<file path="config.mk">
export PLATFORM = sky130hd
export DESIGN_NAME = dbus_uart_tx
export DESIGN_NICKNAME = d
export VERILOG_FILES = /design/src/rtl/dbus_uart_tx.sv
export SDC_FILE = /design/constraint.sdc
export NUM_CORES = 1
export LEC_CHECK = 0
export ABC_CLOCK_PERIOD_IN_PS = 2600
export BUFFER_PORTS_ARGS = -buffer_cell sky130_fd_sc_hd__buf_2
export CAP_MARGIN = 20
export CORE_MARGIN = 10
export CORE_UTILIZATION = 35
export DETAILED_ROUTE_END_ITERATION = 16
export PLACE_DENSITY_LB_ADDON = 0.12
export SLEW_MARGIN = 25
export SYNTH_ARGS = -nofsm -noshare
export SYNTH_HDL_FRONTEND = slang
export SYNTH_SLANG_ARGS = --single-unit
</file>
<file path="constraint.sdc">
create_clock -name clk -period 2.6 [get_ports clk]
set_input_delay 0.13 -clock clk [delete_from_list [all_inputs] [get_ports clk]]
set_output_delay 0.13 -clock clk [all_outputs]
set_load 0.02 [all_outputs]
</file>
<file path="src/rtl/dbus_uart_tx.sv">
// Memory-mapped 8N1 UART transmitter with a small TX queue on the CPU data bus.
// Define DBUS_UART_TX_FIFO_EN for a 4-entry FIFO; otherwise a single holding register.
module dbus_uart_tx #(
  parameter logic [31:0] BASE_ADDR    = 32'hFFFF_FF00,
  parameter int          CLKS_PER_BIT = 434
) (
  input  logic        clk,
  input  logic        reset,
  input  logic [31:0] daddr,
  input  logic [31:0] dwdata,
  input  logic [3:0]  we,
  output logic [31:0] drdata,
  output logic        hit,
  output logic        txd,
  output logic [1:0]  fsm_state
);

  typedef enum logic [1:0] {IDLE, START, DATA, STOP} state_t;

  localparam logic [15:0] BAUD_LAST = 16'(CLKS_PER_BIT - 1);
  localparam logic [15:0] INFO_VAL  = 16'(CLKS_PER_BIT);

  state_t      state;
  logic [15:0] baud_cnt;
  logic [2:0]  bit_idx;
  logic [7:0]  shifter;
  logic        overflow;
  logic [2:0]  count;
  logic [7:0]  head;

  logic sel_tx, sel_status, sel_info;
  logic baud_last, full, empty, busy;
  logic pop, wr_req, push, ovf_set, ovf_clr;

  assign sel_tx     = daddr[31:2] == BASE_ADDR[31:2];
  assign sel_status = daddr[31:2] == BASE_ADDR[31:2] + 30'd1;
  assign sel_info   = daddr[31:2] == BASE_ADDR[31:2] + 30'd2;
  assign hit        = sel_tx | sel_status | sel_info;

  assign baud_last = baud_cnt == BAUD_LAST;
  assign busy      = state != IDLE;
  assign empty     = count == 3'd0;

  // A pop happens when IDLE sees data, or at the last STOP cycle for back-to-back frames.
  assign pop     = !empty && ((state == IDLE) || (state == STOP && baud_last));
  assign wr_req  = sel_tx && we[0];
  assign push    = wr_req && (!full || pop);
  assign ovf_set = wr_req && full && !pop;
  assign ovf_clr = sel_status && we[0] && dwdata[3];

`ifdef DBUS_UART_TX_FIFO_EN
  logic [7:0] mem [4];
  logic [1:0] wr_ptr, rd_ptr;

  assign full = count == 3'd4;
  assign head = mem[rd_ptr];

  always_ff @(posedge clk or negedge reset) begin
    if (!reset) begin
      wr_ptr <= 2'd0;
      rd_ptr <= 2'd0;
    end else begin
      if (push) wr_ptr <= wr_ptr + 2'd1;
      if (pop)  rd_ptr <= rd_ptr + 2'd1;
    end
  end

  always_ff @(posedge clk) begin
    if (push) mem[wr_ptr] <= dwdata[7:0];
  end
`else
  logic [7:0] hold;

  assign full = count == 3'd1;
  assign head = hold;

  always_ff @(posedge clk) begin
    if (push) hold <= dwdata[7:0];
  end
`endif

  always_ff @(posedge clk or negedge reset) begin
    if (!reset) begin
      count <= 3'd0;
    end else begin
      case ({push, pop})
        2'b10:   count <= count + 3'd1;
        2'b01:   count <= count - 3'd1;
        default: count <= count;
      endcase
    end
  end

  // A set on the same edge as a clear leaves the flag set.
  always_ff @(posedge clk or negedge reset) begin
    if (!reset)       overflow <= 1'b0;
    else if (ovf_set) overflow <= 1'b1;
    else if (ovf_clr) overflow <= 1'b0;
  end

  always_comb begin
    drdata = 32'd0;
    if (sel_status)    drdata = {25'd0, count, overflow, empty, full, busy};
    else if (sel_info) drdata = {16'd0, INFO_VAL};
  end

  // txd is registered and always loaded with the level of the state being entered.
  always_ff @(posedge clk or negedge reset) begin
    if (!reset) begin
      state    <= IDLE;
      txd      <= 1'b1;
      baud_cnt <= 16'd0;
      bit_idx  <= 3'd0;
      shifter  <= 8'd0;
    end else begin
      case (state)
        IDLE: begin
          txd <= 1'b1;
          if (pop) begin
            shifter  <= head;
            baud_cnt <= 16'd0;
            txd      <= 1'b0;
            state    <= START;
          end
        end
        START: begin
          if (baud_last) begin
            baud_cnt <= 16'd0;
            bit_idx  <= 3'd0;
            txd      <= shifter[0];
            state    <= DATA;
          end else begin
            baud_cnt <= baud_cnt + 16'd1;
          end
        end
        DATA: begin
          if (baud_last) begin
            baud_cnt <= 16'd0;
            shifter  <= {1'b0, shifter[7:1]};
            if (bit_idx == 3'd7) begin
              txd   <= 1'b1;
              state <= STOP;
            end else begin
              bit_idx <= bit_idx + 3'd1;
              txd     <= shifter[1];
            end
          end else begin
            baud_cnt <= baud_cnt + 16'd1;
          end
        end
        STOP: begin
          if (baud_last) begin
            baud_cnt <= 16'd0;
            if (pop) begin
              shifter <= head;
              txd     <= 1'b0;
              state   <= START;
            end else begin
              state <= IDLE;
            end
          end else begin
            baud_cnt <= baud_cnt + 16'd1;
          end
        end
        default: begin
          state <= IDLE;
          txd   <= 1'b1;
        end
      endcase
    end
  end

  assign fsm_state = state;

endmodule

</file>
==> reports/qor.txt, run 1 <==
library cells used by synthesis: 49
Die Width: 108 um
Max clock buf depth: 2
Vias: 2201
grt total ovfl: 0
PD cells: 424 nW/um^2
placeable core area: 7650 um^2
crit-path max FO: 20
Crit Path Class: reg -> reg
commonest cells in the netlist: 33 x dfrtp_1, 26 x o21ai_0, 24 x buf_4, 21 x nand2_1, 17 x nor2_1
FF-to-FF path depth: 8
wire per inst: 14.1 um
relative slew slack: 0.462
number of CTS-inserted buffers: 5
reg2reg setup slack: 0.16 ns
WP data arrival: 2.63 ns
# IOs: 106
min Tclk post-route: 2.44 ns
Setup Fix Bufs, Post-CTS: 0
CTS tree: yes
crit end category: register
antenna violations before repair: 0
most frequent cell after synthesis: dfrtp_1
DRT Pass-1 Iters: 4
status: complete, no violations
final hold vios: 0
Final Max Tran Viols: 0
# port buffers: 53
Initial DRC Count: 128
EDFF count, synth: 8
Leak: 1.55 nW
reg2reg end: baud_cnt[6]$_DFFE_PN0N_
Post-Route WL: 6440 um
top cell type's share of synthesized area: 0.303
largest area contributor in the netlist: dfrtp_1
area grow syn2layout: 21.3%
initial core utilization: 0.357
RSZ-0062 raised after global routing: false
Worst IR Drop VDD: 0.194 mV
hold wc startpoint: dwdata[7]
Synth warnings: 0
Cells on Worst Hold Path: 1
#FFs+latches synth: 42
vias in the first global route: 2278
vias per cell: 4.82
Mapped Avg Cell Area: 9.82 um^2
num rows: 32
Nets: 439
Mapped Cells: 278
Seq/Total Area, Yosys: 0.400
total power: 1.41 mW
H-tree Lvls: 2
Crit path required time: 2.79 ns
FF-to-FF Start: baud_cnt[1]$_DFFE_PN0N_
Crit path largest cell delay: 0.46 ns
GRT Overall Usage: 0.110
die area: 11700 um^2
fin util: 0.433
Synth Flop Type: dfrtp_1
Hold Crit Class: in -> reg
Final period util: 0.937
setup_tns: 0 ns
worst skew pair latency: 0.30 ns
critical path, cell by cell: inv_1 > ha_1 > or4bb_1 > nor4_4 > buf_4 > or2_2 > o21ai_0 > a22o_1
# fillers: 759
Slowest cell on crit path: or4bb_1
GPL Wtd Cong: 0.750
Area contributors post-synth: dfrtp_1 30%, edfxtp_1 8.8%, ha_1 6.9%
fraction of registers with async set/reset: 0.810
final setup vio count: 0
die height: 108 um
largest net degree at the start of global routing: 35
Worst Tran Pin Value: 0.806 ns
Max Clock Freq: 0.410 GHz
Detail Placement HPWL: 4900 um
Syn Std Cell Area: 2730 um^2
share of cells above drive strength 1: 0.301
Worst Hold End: head[7]$_DFFE_PP_
skew final: 0.00294 ns
max_cap viols: 0
critical path launch point type: register
CTS root buffer: clkbuf_8
ant diodes: 0
Clock Pin Slew Worst Setup and Hold Paths: 0.08 ns
post-route ant nets: 0
first-pass GRT wire length: 10700 um
DRC violations left: 0
clock sinks: 42
-- repair_timing --
item / 4_1_cts / 5_1_grt
hold buffers: 5 / 2
hold endpoints to repair: 37 / 2
endpoints found under the setup margin: 0 / 11
resized for setup: 0 / 4
-- cell usage in the layout, fill, tap and decap left out, types with 8 or more instances in the layout --
cell      Yosys  routed
buf_4        24      20
ha_1         15      14
conb_1        1      23
mux2_2        9       9
nor2_1       17      17
nand2_1      21      21
nor3_1       10      10
o21ai_0      26      25
nand3_1       8       8
dfrtp_1      33      33
buf_2         3      53
edfxtp_1      8       8
-- layer usage --
layer  GRT usage  part of all wire  vias to the layer above
li1            -                 -                     1110
met1       0.145              0.50                     1011
met2       0.167              0.42                       75
met3      0.0369             0.073                        5
met4      0.0367             0.013                        0
met5           0                 0                        -
-- layout make-up --
cell class | instances | area, um^2 | share of cell area
clock inverter | 3 | 40.0 | 0.0121
clock buffer | 5 | 68.8 | 0.0208
sequential | 42 | 1090 | 0.330
multi-input combinational | 219 | 1470 | 0.445
inverter | 6 | 22.5 | 0.00680
tap | 102 | 128 | 0.0385
timing repair buffer | 80 | 485 | 0.147
-- kinds of logic after synthesis --
| family | count (synthesis) | share of synthesized area |
|---|---|---|
| and+or+nand+nor | 99 | 0.203 |
| xor gates and xnor gates | 5 | 0.0161 |
| buffers and inverters | 39 | 0.0935 |
| AOI/OAI and AO/OA | 59 | 0.134 |
| DFF | 42 | 0.400 |
| muxes | 18 | 0.0830 |
| other | 1 | 0.00137 |
| adders and majority gates | 15 | 0.0688 |
-- stage by stage --
step	cell area (um^2)	hold WS, ns	std cells	setup slack (ns)
after floorplan	2810	-0.166	300	0.0320
after detailed placement	3120	0.276	442	0.102
after global routing	3310	0.000703	457	0.00609
after global placement	3120	0.277	442	0.120
after CTS	3280	0.00966	455	0.0625
final	3310	0.0237	457	0.164
-- how the worst max path moves through the flow --
stage | slack [ns] | startpoint | cells past startpoint | to
after global placement | 0.12 | baud_cnt[1]$_DFFE_PN0N_ | 10 | count[2]$_DFFE_PN0P_
after floorplan | 0.03 | baud_cnt[2]$_DFFE_PN0N_ | 6 | head[0]$_DFFE_PP_
after detailed placement | 0.10 | baud_cnt[1]$_DFFE_PN0N_ | 10 | count[2]$_DFFE_PN0P_
after global routing | 0.006 | baud_cnt[1]$_DFFE_PN0N_ | 11 | count[2]$_DFFE_PN0P_
final | 0.16 | baud_cnt[1]$_DFFE_PN0N_ | 8 | baud_cnt[6]$_DFFE_PN0N_
after CTS | 0.06 | baud_cnt[1]$_DFFE_PN0N_ | 10 | count[2]$_DFFE_PN0P_
-- worst max-delay path, delay by kind of cell, from the launching register on --
kind,cells,cell delay [ns]
simple gates,3,1.02
flops,1,0.41
buf+inv,2,0.39
compound gates,2,0.38
fa+ha+maj,1,0.14
-- flip-flops by register name, summed over array words and instances (netlist names) --
register and cells:
shifter 8, overflow 1, baud_cnt 16, head 8, count 3, fsm_state 2, bit_idx 3, txd 1
-- power breakdown --
| part | total (mW) | internal [mW] | switching, mW |
|---|---|---|---|
| logic | 0.158 | 0.0847 | 0.0729 |
| clock network | 0.514 | 0.283 | 0.232 |
| registers | 0.733 | 0.710 | 0.0238 |
| total | 1.41 | 1.08 | 0.328 |
Power figures use the tool's default switching activity.
==> run 2: changes to the inputs <==
- CELL_PAD_IN_SITES_DETAIL_PLACEMENT: not set -> 1
- CELL_PAD_IN_SITES_GLOBAL_PLACEMENT: not set -> 1
- CORE_ASPECT_RATIO: not set -> 0.8
- CORE_UTILIZATION: 35 -> 33
==> reports/qor.txt, run 2 (synthesis gave the netlist of run 1 again) <==
Worst Tran Pin Value: 0.818 ns (was 0.806 ns)
CTS root buffer: clkbuf_8 (unchanged)
Initial DRC Count: 94 (was 128)
Largest register FFs: 16 (unchanged)
Die Width: 122 um (was 108 um)
Final Max Tran Viols: 0 (unchanged)
status: complete, no violations (unchanged)
Max clock buf depth: 2 (unchanged)
Worst Hold End: head[3]$_DFFE_PP_ (was head[7]$_DFFE_PP_)
min Tclk post-route: 2.46 ns (was 2.44 ns)
RSZ-0062 raised after global routing: true (was false)
Final period util: 0.945 (was 0.937)
Vias: 2256 (was 2201)
final hold vios: 0 (unchanged)
clock sinks: 42 (unchanged)
DRC violations left: 0 (unchanged)
crit-path max FO: 4 (was 20)
skew final: 0.00735 ns (was 0.00294 ns)
crit end category: register (unchanged)
Post-DP Area: 3110 um^2 (was 3120 um^2)
commonest cells after routing, fill and taps aside: 53 x buf_2, 33 x dfrtp_1, 25 x o21ai_0 (unchanged)
combinational power share: 0.122 (was 0.112)
Detail Placement HPWL: 5660 um (was 4900 um)
post-route cell area: 3290 um^2 (was 3310 um^2)
DRT Pass-1 Iters: 4 (unchanged)
FF-to-FF Start: baud_cnt[1]$_DFFE_PN0N_ (unchanged)
Clock Power Share: 0.317 (was 0.366)
Leak: 1.54 nW (was 1.55 nW)
commonest non-fill, non-tap cell in the layout: buf_2 (unchanged)
Worst IR Drop VDD: 0.167 mV (was 0.194 mV)
wire per inst: 16.2 um (was 14.1 um)
reg2reg setup slack: 0.14 ns (was 0.16 ns)
H-tree Lvls: 2 (unchanged)
GRT Overall Usage: 0.124 (was 0.110)
GPL Wtd Cong: 0.790 (was 0.750)
WP data arrival: 2.64 ns (was 2.63 ns)
total power: 1.30 mW (was 1.41 mW)
FF-to-FF path depth: 11 (was 8)
post-route ant nets: 0 (unchanged)
number of CTS-inserted buffers: 5 (unchanged)
Clock Pin Slew Worst Setup and Hold Paths: 0.08 ns (about the same)
Psw: 324 uW (was 328 uW)
first-pass GRT wire length: 12500 um (was 10700 um)
PD cells: 397 nW/um^2 (was 424 nW/um^2)
area grow syn2layout: 20.4% (was 21.3%)
vias per cell: 4.88 (was 4.82)
# IOs: 106 (unchanged)
placeable core area: 7980 um^2 (was 7650 um^2)
Biggest register: baud_cnt (unchanged)
# port buffers: 53 (unchanged)
vias in the first global route: 2435 (was 2278)
antenna violations before repair: 0 (unchanged)
share of cells above drive strength 1: 0.288 (was 0.301)
hold wc startpoint: dwdata[3] (was dwdata[7])
sequential power share: 0.561 (was 0.522)
Setup Fix Bufs, Post-CTS: 0 (unchanged)
largest net degree at the start of global routing: 35 (unchanged)
max_cap viols: 0 (unchanged)
die height: 101 um (was 108 um)
grt total ovfl: 0 (unchanged)
sw frac: 0.249 (was 0.234)
Post-Route WL: 7460 um (was 6440 um)
Cell Int Power: 981 uW (was 1.08 mW)
worst skew pair latency: 0.29 ns (was 0.30 ns)
relative slew slack: 0.455 (was 0.462)
die area: 12300 um^2 (was 11700 um^2)
Nets: 438 (was 439)
Crit Path Class: reg -> reg (unchanged)
ant diodes: 0 (unchanged)
reg2reg end: count[2]$_DFFE_PN0P_ (was baud_cnt[6]$_DFFE_PN0N_)
Hold Crit Class: in -> reg (unchanged)
critical path launch point type: register (unchanged)
num rows: 29 (was 32)
initial core utilization: 0.342 (was 0.357)
Crit path required time: 2.78 ns (was 2.79 ns)
CTS tree: yes (unchanged)
final setup vio count: 0 (unchanged)
Cells on Worst Hold Path: 1 (unchanged)
Max Clock Freq: 0.407 GHz (was 0.410 GHz)
-- run 2: cell count changes in the layout (fill, tap and decap cells not counted) --
cell	previous run	this run
buf_4	20	18
bufinv_16	1	0
clkbuf_1	0	1
clkinv_1	0	1
clkinv_2	2	1
dlygate4sd3_1	7	8
ha_1	14	15
ha_2	1	0
or2_2	2	1
or2_4	0	1
-- run 2: power groups by stage --
stage          combinational (mW)  sequential [mW]  clock, mW
6_report                    0.159            0.732      0.413
5_1_grt                     0.176            0.738      0.452
4_1_cts                     0.158            0.732      0.430
3_5_place_dp                0.150            0.745          0
3_3_place_gp                0.146            0.744          0
2_1_floorplan               0.124            0.738          0
-- run 2: stage by stage --
| stage | worst slack [ns] | instances | hold WS (ns) | utilization | TNS, ns |
|---|---|---|---|---|---|
| after global routing | -0.0483 | 462 | 0.0219 | 0.412 | -0.0733 |
| after detailed placement | 0.0370 | 446 | 0.273 | 0.390 | 0 |
| after floorplan | 0.0320 | 300 | -0.166 | - | 0 |
| final | 0.144 | 462 | 0.0283 | 0.412 | 0 |
| after CTS | 0.00411 | 461 | 0.00513 | 0.409 | 0 |
| after global placement | 0.102 | 446 | 0.272 | 0.390 | 0 |
-- run 2: how the worst max path moves through the flow --
stage / depth (start not counted) / endpoint / from
floorplan: 6 / head[0]$_DFFE_PP_ / baud_cnt[2]$_DFFE_PN0N_
global placement: 10 / count[2]$_DFFE_PN0P_ / baud_cnt[1]$_DFFE_PN0N_
detailed placement: 10 / count[2]$_DFFE_PN0P_ / baud_cnt[1]$_DFFE_PN0N_
CTS: 10 / count[2]$_DFFE_PN0P_ / baud_cnt[1]$_DFFE_PN0N_
global route: 10 / count[2]$_DFFE_PN0P_ / baud_cnt[1]$_DFFE_PN0N_
finish: 11 / count[2]$_DFFE_PN0P_ / baud_cnt[1]$_DFFE_PN0N_
-- run 2: layout make-up --
class                   instances  area (um^2)
clock inverters                 2         8.76
clock buffers                   6         72.6
inverters                       6         22.5
flip-flops and latches         42         1090
multi-input cells             219         1470
well taps                     108          135
repair buffers                 79          480
fillers                       959         4700
-- run 2: critical path, cell delays in order (launching register included) --
cell     delay (ns)
dfrtp_1        0.41
inv_1          0.08
ha_1           0.16
or4bb_1        0.46
nor4_4         0.22
a21oi_2        0.12
buf_4          0.16
nor2_1         0.11
ha_1           0.22
mux2i_1        0.20
nor2_1         0.06
xor2_1         0.14
-- run 2: per-layer routing --
| metal | GRT usage | part of all wire | vias up |
|---|---|---|---|
| li1 | - | - | 1104 |
| met1 | 0.169 | 0.51 | 1079 |
| met2 | 0.180 | 0.41 | 69 |
| met3 | 0.0472 | 0.078 | 4 |
| met4 | 0.0329 | 0.0083 | 0 |
| met5 | 0 | 0 | - |
-- run 2: what timing repair did --
action	CTS	global route
gates resized for setup	0	4
setup endpoints to repair	0	12
hold buffers	7	1
hold endpoints to repair	39	1
==> run 3: changes to the inputs <==
- ABC_AREA: not set -> 1
- CORE_UTILIZATION: 33 -> 31
==> reports/qor.txt, run 3 <==
status: complete, no violations (unchanged)
FF-to-FF path depth: 16 (was 11)
WP data arrival: 2.53 ns (was 2.64 ns)
ant diodes: 0 (unchanged)
setup_tns: 0 ns (unchanged)
post-route ant nets: 0 (unchanged)
Post-Route WL: 7710 um (was 7460 um)
Worst Tran Pin Value: 0.829 ns (was 0.818 ns)
hold wc startpoint: dwdata[3] (unchanged)
share of cells above drive strength 1: 0.177 (was 0.288)
GR Layer Usage met2: 0.180 (about the same)
min Tclk post-route: 2.33 ns (was 2.46 ns)
Setup Fix Bufs, Post-CTS: 0 (unchanged)
main combinational cell family by area after synthesis: simple AND/OR/NAND/NOR gates (unchanged)
Top delay family on crit path: simple AND/OR/NAND/NOR gates (unchanged)
area grow syn2layout: 17.9% (was 20.4%)
EDFF count, synth: 8 (unchanged)
Initial DRC Count: 106 (was 94)
Clock Pin Slew Worst Setup and Hold Paths: 0.10 ns (was 0.08 ns)
Simple-Gate Fraction of Synth Area: 0.298 (was 0.203)
H-tree Lvls: 2 (unchanged)
final setup vio count: 0 (unchanged)
DRC violations left: 0 (unchanged)
Biggest register: baud_cnt (unchanged)
M1 GR Usage: 0.153 (was 0.169)
Final Max Tran Viols: 0 (unchanged)
reg2reg end: count[2]$_DFFE_PN0P_ (unchanged)
complex-gate fraction of the synthesized area: 0.0774 (was 0.134)
commonest cells in the netlist: 110 x nand2_1, 41 x inv_1, 33 x dfrtp_1, 32 x nor2_1, 27 x nand3_1 (was 33 x dfrtp_1, 26 x o21ai_0, 24 x buf_4, 21 x nand2_1, 17 x nor2_1)
gr busiest metal: met2 (unchanged)
Crit path largest cell delay: 0.40 ns (was 0.46 ns)
first-pass GRT wire length: 13100 um (was 12500 um)
number of CTS-inserted buffers: 5 (unchanged)
Final period util: 0.896 (was 0.945)
Nets: 514 (was 438)
skew final: 0.00852 ns (was 0.00735 ns)
Worst Hold End: head[3]$_DFFE_PP_ (unchanged)
wire per inst: 14.2 um (was 16.2 um)
Syn Std Cell Area: 2750 um^2 (was 2730 um^2)
most frequent cell after synthesis: nand2_1 (was dfrtp_1)
DRT Pass-1 Iters: 4 (unchanged)
Crit path required time: 2.80 ns (was 2.78 ns)
Post-Synth XOR/XNOR Area: 0.0255 (was 0.0160)
# port buffers: 53 (unchanged)
vias in the first global route: 2695 (was 2435)
Post-Place Setup Slack: 0.278 ns (was 0.0370 ns)
mux contribution to synthesized area: 0 (was 0.0830)
num rows: 30 (was 29)
final setup margin: 0.271 ns (was 0.144 ns)
#FFs+latches synth: 42 (unchanged)
initial core utilization: 0.321 (was 0.342)
Crit Path Class: reg -> reg (unchanged)
Synth warnings: 0 (unchanged)
CTS root buffer: clkbuf_8 (unchanged)
max_cap viols: 0 (unchanged)
RSZ-0062 raised after global routing: false (was true)
Mapped Avg Cell Area: 7.59 um^2 (was 9.82 um^2)
Die Width: 125 um (was 122 um)
library cells used by synthesis: 31 (was 49)
crit-path max FO: 8 (was 4)
Cells on Worst Hold Path: 1 (unchanged)
CTS tree: yes (unchanged)
Vias: 2419 (was 2256)
critical path, cell by cell: inv_1 > ha_1 > nand2_1 > inv_1 > nand2_1 > nor2_4 > nand2_4 > nand2_4 > nand2_4 > nand2_1 > nand2_1 > ha_1 > nor2_1 > o21ai_0 > xor2_1 > inv_1 (was inv_1 > ha_1 > or4bb_1 > nor4_4 > a21oi_2 > buf_4 > nor2_1 > ha_1 > mux2i_1 > nor2_1 > xor2_1)
Detail Placement HPWL: 6030 um (was 5660 um)
Max Clock Freq: 0.429 GHz (was 0.407 GHz)
vias per cell: 4.46 (was 4.88)
GRT Overall Usage: 0.120 (was 0.124)
die height: 104 um (was 101 um)
FF-to-FF Start: baud_cnt[1]$_DFFE_PN0N_ (unchanged)
GR Layer Usage met3: 0.0448 (was 0.0472)
# IOs: 106 (unchanged)
grt total ovfl: 0 (unchanged)
Synth Flop Type: dfrtp_1 (unchanged)
CP dominant cell by count: nand2_1
Hold Crit Class: in -> reg (unchanged)
Seq/Total Area, Yosys: 0.398 (was 0.400)
Largest register FFs: 16 (unchanged)
GPL Wtd Cong: 0.769 (was 0.790)
PD cells: 418 nW/um^2 (was 397 nW/um^2)
clock sinks: 42 (unchanged)
die area: 13000 um^2 (was 12300 um^2)
# fillers: 1117 (was 959)
worst skew pair latency: 0.31 ns (was 0.29 ns)
Mapped Cells: 362 (was 278)
commonest cells after routing, fill and taps aside: 110 x nand2_1, 53 x buf_2, 41 x inv_1 (was 53 x buf_2, 33 x dfrtp_1, 25 x o21ai_0)
relative slew slack: 0.447 (was 0.455)
Post-Synth Adder-Cell Area: 0.0683 (was 0.0688)
top cell type's share of synthesized area: 0.301 (was 0.303)
critical path launch point type: register (unchanged)
Leak: 1.71 nW (was 1.54 nW)
Area contributors post-synth: dfrtp_1 30%, nand2_1 15%, edfxtp_1 8.7% (was dfrtp_1 30%, edfxtp_1 8.8%, ha_1 6.9%)
largest area contributor in the netlist: dfrtp_1 (unchanged)
reg2reg setup slack: 0.27 ns (was 0.14 ns)
Worst IR Drop VDD: 0.233 mV (was 0.167 mV)
commonest non-fill, non-tap cell in the layout: nand2_1 (was buf_2)
placeable core area: 8560 um^2 (was 7980 um^2)
final hold vios: 0 (unchanged)
crit end category: register (unchanged)
Max clock buf depth: 2 (unchanged)
antenna violations before repair: 0 (unchanged)
WP buf/inv: 3 (was 2)
fraction of registers with async set/reset: 0.810 (unchanged)
Slowest cell on crit path: dfrtp_1 (was or4bb_1)
largest net degree at the start of global routing: 35 (unchanged)
## run 3: cell types whose count changed in the layout (fill, tap and decap cells not counted), moves of 7 or more
cell | previous run | this run
nand2_1 | 21 | 110
nor2_1 | 17 | 32
buf_4 | 18 | 4
inv_1 | 6 | 41
mux2_2 | 9 | 0
nand3_1 | 8 | 27
o31ai_1 | 7 | 0
mux2_4 | 7 | 0
## run 3: cells by family (layout without fill, tap and decap cells)
group / Yosys count / after routing
AND/OR/NAND/NOR: 188 / 188
buffers and inverters: 70 / 116
flip-flops: 42 / 42
AO/OA/AOI/OAI: 38 / 38
adder cells (fa/ha/maj): 15 / 15
XOR/XNOR: 8 / 8
other: 1 / 23
## run 3: per-layer routing
layer / share of wire / vias to the layer above
met4: 0.0096 / 0
met3: 0.080 / 6
met5: 0 / -
li1: - / 1231
met1: 0.49 / 1110
met2: 0.42 / 72
## run 3: worst max-delay path by stage
| stage | startpoint | endpoint | slack [ns] | depth (start not counted) |
|---|---|---|---|---|
| after global routing | baud_cnt[1]$_DFFE_PN0N_ | count[2]$_DFFE_PN0P_ | 0.02 | 16 |
| after detailed placement | baud_cnt[1]$_DFFE_PN0N_ | count[2]$_DFFE_PN0P_ | 0.28 | 16 |
| after global placement | baud_cnt[1]$_DFFE_PN0N_ | count[2]$_DFFE_PN0P_ | 0.30 | 16 |
| final | baud_cnt[1]$_DFFE_PN0N_ | count[2]$_DFFE_PN0P_ | 0.27 | 16 |
| after floorplan | fsm_state[1]$_DFFE_PN0P_ | count[2]$_DFFE_PN0P_ | 0.32 | 12 |
| after CTS | baud_cnt[1]$_DFFE_PN0N_ | count[2]$_DFFE_PN0P_ | 0.24 | 16 |
## run 3: through the flow
step	instances	hold WS (ns)	util	instance area [um^2]	total power, mW
final	542	0.0252	0.378	3240	1.35
after global routing	542	0.0229	0.378	3240	1.43
after CTS	542	0.0257	0.378	3240	1.38
after detailed placement	526	0.298	0.358	3060	0.895
after global placement	526	0.291	0.358	3060	0.886
after floorplan	384	-0.166	-	2830	0.859
## run 3: cell type report
type | count | area (um^2) | share of cell area
sequential | 42 | 1090 | 0.337
inverter | 43 | 161 | 0.0498
timing repair buffer | 65 | 375 | 0.116
clock buffer | 5 | 68.8 | 0.0213
tap | 112 | 140 | 0.0433
multi-input combinational | 272 | 1380 | 0.425
clock inverter | 3 | 25.0 | 0.00773
## run 3: where the power goes
part           total, mW  internal [mW]  switching, mW  leakage [nW]
logic              0.142         0.0537         0.0880          1.12
registers          0.748          0.720         0.0277         0.544
clock network      0.464          0.194          0.269        0.0447
## run 3: timing repair
item                                   4_1_cts  5_1_grt
hold buffers                                 8        0
gates resized for setup                      0        0
setup endpoints to repair                    0        0
endpoints found under the hold margin       40        0
